==> src/rtl/vortex_axil_ctrl_pkg.sv <==
// Shared definitions for the Vortex AXI4-Lite host control block:
// register offsets, CTRL bit positions, response codes and FSM states.
`ifndef VX_DCR_ADDR_WIDTH
`define VX_DCR_ADDR_WIDTH 12
`endif
`ifndef VX_DCR_DATA_WIDTH
`define VX_DCR_DATA_WIDTH 32
`endif

package vortex_axil_ctrl_pkg;

    // Word offsets, taken from address bits [4:2]
    localparam logic [2:0] REG_CTRL      = 3'd0;
    localparam logic [2:0] REG_STATUS    = 3'd1;
    localparam logic [2:0] REG_DCR_ADDR  = 3'd2;
    localparam logic [2:0] REG_DCR_DATA  = 3'd3;
    localparam logic [2:0] REG_DEV_MASK  = 3'd4;
    localparam logic [2:0] REG_CYCLES_LO = 3'd5;
    localparam logic [2:0] REG_CYCLES_HI = 3'd6;

    // CTRL register bit positions
    localparam int CTRL_START_BIT = 0;
    localparam int CTRL_CLEAR_BIT = 1;

    // AXI response codes
    localparam logic [1:0] RESP_OKAY   = 2'b00;
    localparam logic [1:0] RESP_SLVERR = 2'b10;

    typedef enum logic [1:0] {
        ST_IDLE      = 2'd0,
        ST_LAUNCH    = 2'd1,
        ST_WAIT_BUSY = 2'd2,
        ST_RUN       = 2'd3
    } state_t;

endpackage

==> src/rtl/vortex_axil_regif.sv <==
// AXI4-Lite slave front end: independent AW/W capture, one outstanding
// write, single-beat reads. Register semantics live in the parent, which
// sees a write strobe plus offset/data and supplies read data and an
// error flag for the write being executed.
module vortex_axil_regif
    import vortex_axil_ctrl_pkg::*;
#(
    parameter int AXIL_ADDR_WIDTH = 8
) (
    input  logic                       clk,
    input  logic                       reset_n,
    input  logic                       s_axil_awvalid,
    output logic                       s_axil_awready,
    input  logic [AXIL_ADDR_WIDTH-1:0] s_axil_awaddr,
    input  logic                       s_axil_wvalid,
    output logic                       s_axil_wready,
    input  logic [31:0]                s_axil_wdata,
    input  logic [3:0]                 s_axil_wstrb,
    output logic                       s_axil_bvalid,
    input  logic                       s_axil_bready,
    output logic [1:0]                 s_axil_bresp,
    input  logic                       s_axil_arvalid,
    output logic                       s_axil_arready,
    input  logic [AXIL_ADDR_WIDTH-1:0] s_axil_araddr,
    output logic                       s_axil_rvalid,
    input  logic                       s_axil_rready,
    output logic [31:0]                s_axil_rdata,
    output logic [1:0]                 s_axil_rresp,
    output logic                       wr_en,
    output logic [2:0]                 wr_addr,
    output logic [31:0]                wr_data,
    input  logic                       wr_err,
    output logic                       rd_en,
    output logic [2:0]                 rd_addr,
    input  logic [31:0]                rd_data
);

    logic        out_en;
    logic        aw_held;
    logic        w_held;
    logic [2:0]  aw_off;
    logic [31:0] w_data_q;

    // Strobes are ignored (partial writes act as full) and only bits [4:2] decode
    logic unused_bits;
    assign unused_bits = ^{s_axil_wstrb,
                           s_axil_awaddr[AXIL_ADDR_WIDTH-1:5], s_axil_awaddr[1:0],
                           s_axil_araddr[AXIL_ADDR_WIDTH-1:5], s_axil_araddr[1:0]};

    assign s_axil_awready = out_en && !aw_held && !s_axil_bvalid;
    assign s_axil_wready  = out_en && !w_held && !s_axil_bvalid;
    assign s_axil_arready = out_en && !s_axil_rvalid;
    assign s_axil_rresp   = RESP_OKAY;

    assign wr_en   = aw_held && w_held;
    assign wr_addr = aw_off;
    assign wr_data = w_data_q;
    assign rd_en   = s_axil_arvalid && s_axil_arready;
    assign rd_addr = s_axil_araddr[4:2];

    // Latch AW and W independently, execute once both are held, then hold B until accepted
    always_ff @(posedge clk or negedge reset_n) begin
        if (!reset_n) begin
            out_en        <= 1'b0;
            aw_held       <= 1'b0;
            w_held        <= 1'b0;
            aw_off        <= '0;
            w_data_q      <= '0;
            s_axil_bvalid <= 1'b0;
            s_axil_bresp  <= RESP_OKAY;
        end else begin
            out_en <= 1'b1;
            if (s_axil_awvalid && s_axil_awready) begin
                aw_held <= 1'b1;
                aw_off  <= s_axil_awaddr[4:2];
            end
            if (s_axil_wvalid && s_axil_wready) begin
                w_held   <= 1'b1;
                w_data_q <= s_axil_wdata;
            end
            if (wr_en) begin
                aw_held       <= 1'b0;
                w_held        <= 1'b0;
                s_axil_bvalid <= 1'b1;
                s_axil_bresp  <= wr_err ? RESP_SLVERR : RESP_OKAY;
            end else if (s_axil_bvalid && s_axil_bready) begin
                s_axil_bvalid <= 1'b0;
            end
        end
    end

    // Capture read data on the AR handshake and hold it until the R handshake
    always_ff @(posedge clk or negedge reset_n) begin
        if (!reset_n) begin
            s_axil_rvalid <= 1'b0;
            s_axil_rdata  <= '0;
        end else if (rd_en) begin
            s_axil_rvalid <= 1'b1;
            s_axil_rdata  <= rd_data;
        end else if (s_axil_rvalid && s_axil_rready) begin
            s_axil_rvalid <= 1'b0;
        end
    end

endmodule

==> src/rtl/vortex_axil_ctrl.sv <==
// Host control block for Vortex devices: turns AXI4-Lite register writes
// into DCR write pulses, launches kernels on a device mask, tracks busy
// to completion and counts run cycles.
`ifndef VX_DCR_ADDR_WIDTH
`define VX_DCR_ADDR_WIDTH 12
`endif
`ifndef VX_DCR_DATA_WIDTH
`define VX_DCR_DATA_WIDTH 32
`endif

module vortex_axil_ctrl
    import vortex_axil_ctrl_pkg::*;
#(
    parameter int AXIL_ADDR_WIDTH = 8,
    parameter int DCR_ADDR_WIDTH  = `VX_DCR_ADDR_WIDTH,
    parameter int DCR_DATA_WIDTH  = `VX_DCR_DATA_WIDTH,
    parameter int NUM_DEVICES     = 1,
    parameter int BUSY_TIMEOUT    = 64
) (
    input  logic                       clk,
    input  logic                       reset_n,
    input  logic                       s_axil_awvalid,
    output logic                       s_axil_awready,
    input  logic [AXIL_ADDR_WIDTH-1:0] s_axil_awaddr,
    input  logic                       s_axil_wvalid,
    output logic                       s_axil_wready,
    input  logic [31:0]                s_axil_wdata,
    input  logic [3:0]                 s_axil_wstrb,
    output logic                       s_axil_bvalid,
    input  logic                       s_axil_bready,
    output logic [1:0]                 s_axil_bresp,
    input  logic                       s_axil_arvalid,
    output logic                       s_axil_arready,
    input  logic [AXIL_ADDR_WIDTH-1:0] s_axil_araddr,
    output logic                       s_axil_rvalid,
    input  logic                       s_axil_rready,
    output logic [31:0]                s_axil_rdata,
    output logic [1:0]                 s_axil_rresp,
    output logic [NUM_DEVICES-1:0]     dcr_wr_valid,
    output logic [DCR_ADDR_WIDTH-1:0]  dcr_wr_addr,
    output logic [DCR_DATA_WIDTH-1:0]  dcr_wr_data,
    output logic [NUM_DEVICES-1:0]     dev_start,
    input  logic [NUM_DEVICES-1:0]     dev_busy,
    output logic                       irq
);

    localparam int TO_W = $clog2(BUSY_TIMEOUT + 1);

    logic                      wr_en;
    logic [2:0]                wr_addr;
    logic [31:0]               wr_data;
    logic                      wr_err;
    logic                      rd_en;
    logic [2:0]                rd_addr;
    logic [31:0]               rd_data;

    state_t                    state_q;
    state_t                    state_d;
    logic                      complete;
    logic [NUM_DEVICES-1:0]    dev_mask;
    logic [NUM_DEVICES-1:0]    run_mask;
    logic [DCR_ADDR_WIDTH-1:0] dcr_addr;
    logic [DCR_DATA_WIDTH-1:0] dcr_data;
    logic [63:0]               cycles;
    logic [31:0]               cyc_hi_snap;
    logic [TO_W-1:0]           to_cnt;
    logic                      done;

    logic                      wr_ctrl;
    logic                      start_req;
    logic                      clear_req;
    logic                      start_ok;
    logic                      dcr_wr_req;

    vortex_axil_regif #(
        .AXIL_ADDR_WIDTH(AXIL_ADDR_WIDTH)
    ) u_regif (
        .clk            (clk),
        .reset_n        (reset_n),
        .s_axil_awvalid (s_axil_awvalid),
        .s_axil_awready (s_axil_awready),
        .s_axil_awaddr  (s_axil_awaddr),
        .s_axil_wvalid  (s_axil_wvalid),
        .s_axil_wready  (s_axil_wready),
        .s_axil_wdata   (s_axil_wdata),
        .s_axil_wstrb   (s_axil_wstrb),
        .s_axil_bvalid  (s_axil_bvalid),
        .s_axil_bready  (s_axil_bready),
        .s_axil_bresp   (s_axil_bresp),
        .s_axil_arvalid (s_axil_arvalid),
        .s_axil_arready (s_axil_arready),
        .s_axil_araddr  (s_axil_araddr),
        .s_axil_rvalid  (s_axil_rvalid),
        .s_axil_rready  (s_axil_rready),
        .s_axil_rdata   (s_axil_rdata),
        .s_axil_rresp   (s_axil_rresp),
        .wr_en          (wr_en),
        .wr_addr        (wr_addr),
        .wr_data        (wr_data),
        .wr_err         (wr_err),
        .rd_en          (rd_en),
        .rd_addr        (rd_addr),
        .rd_data        (rd_data)
    );

    assign wr_ctrl    = wr_en && (wr_addr == REG_CTRL);
    assign start_req  = wr_ctrl && wr_data[CTRL_START_BIT];
    assign clear_req  = wr_ctrl && wr_data[CTRL_CLEAR_BIT];
    assign start_ok   = start_req && (state_q == ST_IDLE) && (dev_mask != '0);
    assign dcr_wr_req = wr_en && (wr_addr == REG_DCR_DATA);
    assign wr_err     = (start_req && !start_ok) || (dcr_wr_req && (state_q != ST_IDLE));
    assign irq        = done;

    // Launch sequencing: next state, launch pulse and completion detection
    always_comb begin
        state_d   = state_q;
        complete  = 1'b0;
        dev_start = '0;
        case (state_q)
            ST_IDLE: begin
                if (start_ok) state_d = ST_LAUNCH;
            end
            ST_LAUNCH: begin
                dev_start = run_mask;
                state_d   = ST_WAIT_BUSY;
            end
            ST_WAIT_BUSY: begin
                if ((dev_busy & run_mask) != '0) begin
                    state_d = ST_RUN;
                end else if (to_cnt == TO_W'(BUSY_TIMEOUT - 1)) begin
                    complete = 1'b1;
                    state_d  = ST_IDLE;
                end
            end
            ST_RUN: begin
                if ((dev_busy & run_mask) == '0) begin
                    complete = 1'b1;
                    state_d  = ST_IDLE;
                end
            end
            default: state_d = ST_IDLE;
        endcase
    end

    // State register
    always_ff @(posedge clk or negedge reset_n) begin
        if (!reset_n) state_q <= ST_IDLE;
        else          state_q <= state_d;
    end

    // Busy-rise timeout, restarted on every launch
    always_ff @(posedge clk or negedge reset_n) begin
        if (!reset_n)                     to_cnt <= '0;
        else if (state_q == ST_LAUNCH)    to_cnt <= '0;
        else if (state_q == ST_WAIT_BUSY) to_cnt <= to_cnt + TO_W'(1);
    end

    // Run-cycle counter: cleared on start, counts whenever not idle
    always_ff @(posedge clk or negedge reset_n) begin
        if (!reset_n)                 cycles <= '0;
        else if (start_ok)            cycles <= '0;
        else if (state_q != ST_IDLE)  cycles <= cycles + 64'd1;
    end

    // Sticky done: completion beats a simultaneous clear
    always_ff @(posedge clk or negedge reset_n) begin
        if (!reset_n)                    done <= 1'b0;
        else if (complete)               done <= 1'b1;
        else if (start_ok || clear_req)  done <= 1'b0;
    end

    // Host-visible configuration, the per-run mask and the CYCLES_HI snapshot
    always_ff @(posedge clk or negedge reset_n) begin
        if (!reset_n) begin
            dev_mask    <= '1;
            run_mask    <= '0;
            dcr_addr    <= '0;
            dcr_data    <= '0;
            cyc_hi_snap <= '0;
        end else begin
            if (wr_en && (wr_addr == REG_DEV_MASK)) dev_mask <= wr_data[NUM_DEVICES-1:0];
            if (wr_en && (wr_addr == REG_DCR_ADDR)) dcr_addr <= wr_data[DCR_ADDR_WIDTH-1:0];
            if (dcr_wr_req)                         dcr_data <= wr_data[DCR_DATA_WIDTH-1:0];
            if (start_ok)                           run_mask <= dev_mask;
            if (rd_en && (rd_addr == REG_CYCLES_LO)) cyc_hi_snap <= cycles[63:32];
        end
    end

    // One-cycle DCR write pulse, only issued while idle
    always_ff @(posedge clk or negedge reset_n) begin
        if (!reset_n) begin
            dcr_wr_valid <= '0;
            dcr_wr_addr  <= '0;
            dcr_wr_data  <= '0;
        end else begin
            dcr_wr_valid <= '0;
            if (dcr_wr_req && (state_q == ST_IDLE)) begin
                dcr_wr_valid <= dev_mask;
                dcr_wr_addr  <= dcr_addr;
                dcr_wr_data  <= wr_data[DCR_DATA_WIDTH-1:0];
            end
        end
    end

    // Read data mux; CTRL and unmapped offsets read as zero
    always_comb begin
        rd_data = '0;
        case (rd_addr)
            REG_STATUS: begin
                rd_data[0]                 = (state_q != ST_IDLE);
                rd_data[1]                 = done;
                rd_data[8 +: NUM_DEVICES]  = dev_busy;
            end
            REG_DCR_ADDR:  rd_data = 32'(dcr_addr);
            REG_DCR_DATA:  rd_data = 32'(dcr_data);
            REG_DEV_MASK:  rd_data = 32'(dev_mask);
            REG_CYCLES_LO: rd_data = cycles[31:0];
            REG_CYCLES_HI: rd_data = cyc_hi_snap;
            default:       rd_data = '0;
        endcase
    end

endmodule

==> config.mk <==
export PLATFORM = sky130hd
export DESIGN_NAME = vortex_axil_ctrl
export DESIGN_NICKNAME = d
export VERILOG_FILES = /design/src/rtl/vortex_axil_ctrl_pkg.sv /design/src/rtl/vortex_axil_regif.sv /design/src/rtl/vortex_axil_ctrl.sv
export SDC_FILE = /design/constraint.sdc
export NUM_CORES = 1
export LEC_CHECK = 0
export CAP_MARGIN = 20
export CORE_AREA = 2 2 159 161
export DETAILED_ROUTE_END_ITERATION = 10
export DIE_AREA = 0 0 161 163
export GPL_ROUTABILITY_DRIVEN = 0
export PLACE_DENSITY = 0.72
export SLEW_MARGIN = 30
export SYNTH_ARGS = -nofsm -noshare
export SYNTH_HDL_FRONTEND = slang
export SYNTH_SLANG_ARGS = --single-unit
==> constraint.sdc <==
create_clock -name clk -period 2.37 [get_ports clk]
set_input_delay 0.474 -clock clk [delete_from_list [all_inputs] [get_ports clk]]
set_output_delay 0.474 -clock clk [all_outputs]
set_load 0.1 [all_outputs]
-- Word level (Yosys, flattened, before mapping)
Index checks and enable logic that the tools add are counted.
- add/sub/neg operators: 2
- eq/ne operators: 16
- mux-type cells: 30
- bitwise gates (word level): 1
- reductions and logical operators: 41
- operators by type and width (kind ; count):
    two-way mux 64 bit ; 2
    one-hot mux 23 bit (4 select lines) ; 1
    adder 64 x 1 -> 64 bit (second input constant) ; 1
    one-hot mux 6 bit (4 select lines) ; 1
    logical AND 1 bit ; 23
    nonzero test 2 bit ; 8
    two-way mux 1 bit ; 15
    two-way mux 7 bit ; 2
    == test 3 x 2 -> 1 bit (second input constant) ; 4
    == test 3 bit (second input constant) ; 4
    one-hot mux 2 bit (6 select lines) ; 1
    two-way mux 2 bit ; 5
    one-hot mux 2 bit (4 select lines) ; 1
    adder 7 x 1 -> 7 bit (second input constant) ; 1
    == test 7 x 6 -> 1 bit (second input constant) ; 1
    zero test 1 bit ; 5
    one-hot mux 1 bit (5 select lines) ; 1
    == test 2 bit (second input constant) ; 2
    != test 2 bit (second input constant) ; 2
    == test 3 x 1 -> 1 bit (second input constant) ; 1
    zero test 3 bit ; 1
    != test 3 bit (second input constant) ; 1
    AND reduction 3 bit ; 1
    == test 2 x 1 -> 1 bit (second input constant) ; 1
    other kinds (4) ; 5
- register bits after elaboration: 271
- input bits: 60
- output and inout port bits: 88
- word-level logic and storage cells: 111

-- Longest topological paths before layout
- depth in word-level cells: 9
- mapped depth: 8
- gate-level depth less buffers: 7

-- By module
A second synthesis with hierarchy kept.
- cell total of the unflattened synthesis: 1029
- area total of the unflattened synthesis: 12177.9 µm²
- modules (own cells, without submodules) (module ; times used ; cells an instance ; area an instance (µm²) ; seq. area each (µm²)):
    vortex_axil_ctrl ; 1 ; 856 ; 9215.1 ; 4931.0
    vortex_axil_regif ; 1 ; 173 ; 2962.8 ; 1826.8

-- Least setup slack after synthesis
OpenSTA, ideal clock, no wires.
- path kind: register to register
- from: register u_regif.s_axil_rvalid
- to: register cyc_hi_snap[10]
- setup time: 125 ps
- data arrival time: 3831 ps
- data required time: 2245 ps
- setup slack: -1586 ps
- stages on the path, launching flop included: 6
- path buffers: 1
- period minus slack after synthesis: 3956 ps
- cell sequence: dfrtp_1 -> nor2b_1 -> nand2_1 -> nor3_1 -> buf_2 -> mux2_2
- cells in the longest elaborated chain, start to end: 4
- RTL lines (what ; RTL line ; source):
    start, declared ; vortex_axil_regif.sv:25 ; output logic s_axil_rvalid,
    start signal, assigned ; vortex_axil_regif.sv:95 ; s_axil_rvalid <= 1'b0;
    start signal, assigned ; vortex_axil_regif.sv:98 ; s_axil_rvalid <= 1'b1;
    start signal, assigned ; vortex_axil_regif.sv:101 ; s_axil_rvalid <= 1'b0;
    zero test 1 bit ; vortex_axil_regif.sv:52 ; assign s_axil_arready = out_en && !s_axil_rvalid;
    logical AND 1 bit ; vortex_axil_regif.sv:52 ;
    via s_axil_arready ; vortex_axil_ctrl.sv:33 ; output logic s_axil_arready,
    logical AND 1 bit ; vortex_axil_regif.sv:58 ; assign rd_en = s_axil_arvalid && s_axil_arready;
    logical AND 1 bit ; vortex_axil_ctrl.sv:185 ; if (rd_en && (rd_addr == REG_CYCLES_LO)) cyc_hi_snap <= cycles[63:32];
    end signal, assigned ; vortex_axil_ctrl.sv:185 ;
    end, declared ; vortex_axil_ctrl.sv:65 ; logic [31:0] cyc_hi_snap;
The timed path passes the listed nets, and every way through them passes these cells.
A chain may end at the register's enable or synchronous reset.

-- Final worst setup path
- from: register state_q[0]
- to: register cycles[60]
- cells in the longest elaborated chain, start to end: 4
- elaborated cells between the ends (all ways): 6
- classes of those cells: mux: 1; reduce/logical: 5
- RTL lines (what ; RTL line ; source):
    start, declared ; vortex_axil_ctrl.sv:57 ; state_t state_q;
    start signal, assigned ; vortex_axil_ctrl.sv:148 ; else state_q <= state_d;
    zero test 2 bit ; vortex_axil_ctrl.sv:109 ; assign start_ok = start_req && (state_q == ST_IDLE) && (dev_mask != '0);
    logical AND 1 bit (2 in a row) ; vortex_axil_ctrl.sv:109 ;
    two-way mux 64 bit or nonzero test 2 bit (tied branches) ; n/a ;
    end signal, assigned ; vortex_axil_ctrl.sv:162 ; else if (state_q != ST_IDLE) cycles <= cycles + 64'd1;
    end, declared ; vortex_axil_ctrl.sv:64 ; logic [63:0] cycles;
Parallel ways exist; a longest one is shown, timed or not.

==> results.yml <==
flow_run:
  drv_cap: 0
setup_path:
  startpoint: "state_q[0]"
  critPathBufInv: 2
  ff2ff_setup_slack_ns: 0.14
  crit_end: "cycles[60]"
  cp.depth: 8
  cp.arrival_ns: 2.65
  critPathMaxFanout: 14
  required_ns: 2.79
  cp_slowest_cell: "or3_1"
  timing.rr.start: "state_q[0]"
  startpoint_type: "flop"
  worstPathCellList: "inv_1 > ha_2 > nand2b_1 > nor4_4 > nand4_1 > buf_4 > or3_1 > mux2i_1"
  r2r-end: "cycles[60]"
  critPathTopFamily: "simple AND/OR/NAND/NOR gates"
  crit_path_end_kind: "flop"
  crit_type: "flop to flop"
  worst_path_largest_cell_delay_ns: 0.40
  ff2ff_path_depth: 8
sta:
  final.period_utilization_pct: 94.1
  max_freq_ghz: 0.448
  drv_slew: 0
  fin_skew_ns: 0.0331
  relSlewSlack_pct: 64.0
  fin_crit_ns: 2.23
  hold_ws_ns: 0.417
  hold_viol_final: 0
  setup_tns_ns: 0
  setup_viol: 0
  worstMarginPinSlew_ns: 0.535
  rsz0062_at_grt: "false"
drt:
  viasPerCell: 5.76
  drt-total-wl_mm: 28.9
  drcViolationCount: 0
  ant_nets: 0
  routedWlPerCell_um: 18.9
  via_count: 8806
  drt_iter0_drc: 694
  dr.pass1.iters: 5
die:
  ios: 148
  die_area_um2: 26200
  core-area_um2: 24700
  placementRows: 58
  die_w_um: 161
  die_h_um: 163
  start_util_pct: 48.7
synth:
  synth_area_um2: 12000
  synth_top_cell_area_share_pct: 56.0
  synth_edf_count: 0
  ys_seq_area_share_pct: 56.2
  synthFlopType: "dfrtp_1"
  synth-seq-cells: 270
  syn_area_per_cell_um2: 11.8
  synthCells: 1016
  async_reset_ff_share_pct: 100
  synthTopCellsByArea: "dfrtp_1 (56%), mux2_2 (15%), nand2_1 (3.3%), o21ai_0 (3.1%), mux2i_1 (2.3%)"
  yosys.area.top_type: "dfrtp_1"
  yosysUniqueCellTypes: 54
  yosysWarningCount: 0
clocking:
  post-cts-setup-buffer-count: 0
  clk_latency_ns: 0.56
  clock_sinks: 270
  cts_tree: "done"
  clk_pin_slew_ns: 0.07
  h-tree-depth: 1
  cts-root-buf: "clkbuf_16"
  numCtsBuffers: 28
  clock_path_buffers: 3
power_and_ir_drop:
  peakVddDrop_mv: 0.537
  pwr_density_cell_nw_per_um2: 858
  power_leakage_nw: 6.81
global_route:
  top_usage_layer: "met2"
  grt_antenna_before_repair: 0
  grt.met3_usage_pct: 3.08
  grt_pass1_vias: 8783
  grt_pass1_wl_mm: 46.8
  grt_max_degree: 70
  track_usage_pct: 22.2
  grt_use_met2_pct: 36.9
  use_met1_pct: 30.3
  grt.overflow.total: 0
final_layout:
  multi_input_area_um2: 5030
  final_common_cell: "dfrtp_1"
  antenna-diode-count: 0
  seq_area_um2: 6770
  layout_common_cells: "dfrtp_1 (267), mux2_2 (160), buf_4 (130), nand2_1 (103), o21ai_0 (75)"
  layout-drive-gt1-share_pct: 31.3
  area_delta_synth_final_pct: 24.3
  fin_nets: 1245
  n_fill_cell: 2002
place:
  port_buffers: 130
  post-dp-hpwl_mm: 20.2
run_status:
  status: "complete, no violations"
worst_hold_path:
  worst_hold_path_type: "primary input to async pin"
cell type report:
class / count / share of cell area [%]
flip-flops and latches: 270 / 45.2
multi-input cells: 673 / 33.6
repair buffers: 187 / 11.1
clock buffers: 42 / 5.44
well taps: 330 / 2.76
clock inverters: 10 / 1.36
inverters: 18 / 0.452
registers in the layout (all words and copies together) (netlist names):
register and flops:
u_regif.out_en 1, u_regif.aw_held 1, cycles 64, state_q 2
to_cnt 7, dcr_wr_valid 1, u_regif.w_held 1, dcr_addr 12
dev_mask 1, irq 1, dcr_wr_data 32, u_regif.s_axil_rdata 32
u_regif.wr_data 32, run_mask 1, u_regif.wr_addr 3, u_regif.s_axil_rvalid 1
u_regif.s_axil_bresp 1, cyc_hi_snap 32, u_regif.s_axil_bvalid 1, dcr_data 32
dcr_wr_addr 12
Yosys cell counts, types with 5 or more instances:
master and n:
o211ai_1 17, a22o_1 20, clkbuf_1 35, and3_1 14, or3_1 6, mux2_2 160, nand2_1 105, o31ai_1 24
mux2i_1 28, a22oi_1 31, o21ai_0 75, nand3_1 44, buf_1 5, nand4_1 24, a21oi_1 14, and2_1 6
inv_1 18, ha_1 7, dfrtp_1 269, buf_2 13, nor3_1 11, nor4_1 7, nand2b_1 5, nor2_1 22
per-layer routing:
metal / routed length, um / part of all wire [%]
met5: 0 / 0
met4: 772 / 2.7
met3: 1680 / 5.8
met2: 14100 / 49
met1: 12300 / 43
stage by stage:
stage	utilization (%)	cell area, um^2	total power, mW	setup slack, ns	cells
5_1_grt	60.6	15000	13.4	0.0556	1530
6_report	60.6	15000	12.8	0.139	1530
4_1_cts	60.6	14900	12.9	0.0713	1530
3_3_place_gp	56.4	13900	8.10	0.104	1477
2_1_floorplan	-	12100	7.37	-0.0124	1018
3_5_place_dp	56.4	13900	8.18	0.0428	1477
worst min-delay path by stage:
stage	slack, ns	endpoint	start
finish	0.42	u_regif.wr_data[10]	reset_n
global route	0.44	dcr_wr_data[5]	reset_n
CTS	0.43	dcr_wr_data[5]	reset_n
detailed placement	0.41	dcr_wr_data[5]	reset_n
global placement	0.41	dcr_wr_data[5]	reset_n
floorplan	0.18	cyc_hi_snap[0]	reset_n
power breakdown:
| part | internal (mW) | switching [mW] | total [mW] |
|---|---|---|---|
| clock | 2.92 | 1.82 | 4.74 |
| sequential | 5.34 | 0.618 | 5.96 |
| combinational | 0.936 | 1.18 | 2.12 |
| total | 9.20 | 3.62 | 12.8 |
timing repair:
action / in CTS / in global routing
pin swaps: 0 / 1
setup endpoints to repair: 1 / 7
hold buffers: 1 / 0
hold endpoints to repair: 47 / 0
gates resized for setup: 1 / 3
kinds of logic (layout without fill, tap and decap cells):
group                    after synthesis  after routing  share of synthesized area [%]
multiplexers                         188            188                           17.3
other                                  2              4                         0.0625
AO/OA/AOI/OAI                        196            196                           10.6
buffers and inverters                 75            257                           2.60
XOR/XNOR                               5              5                          0.364
AND/OR/NAND/NOR                      273            273                           12.2
adder cells (fa/ha/maj)                7              7                          0.728
flip-flops                           270            270                           56.2
No activity file was read; power rests on OpenSTA's default activity.
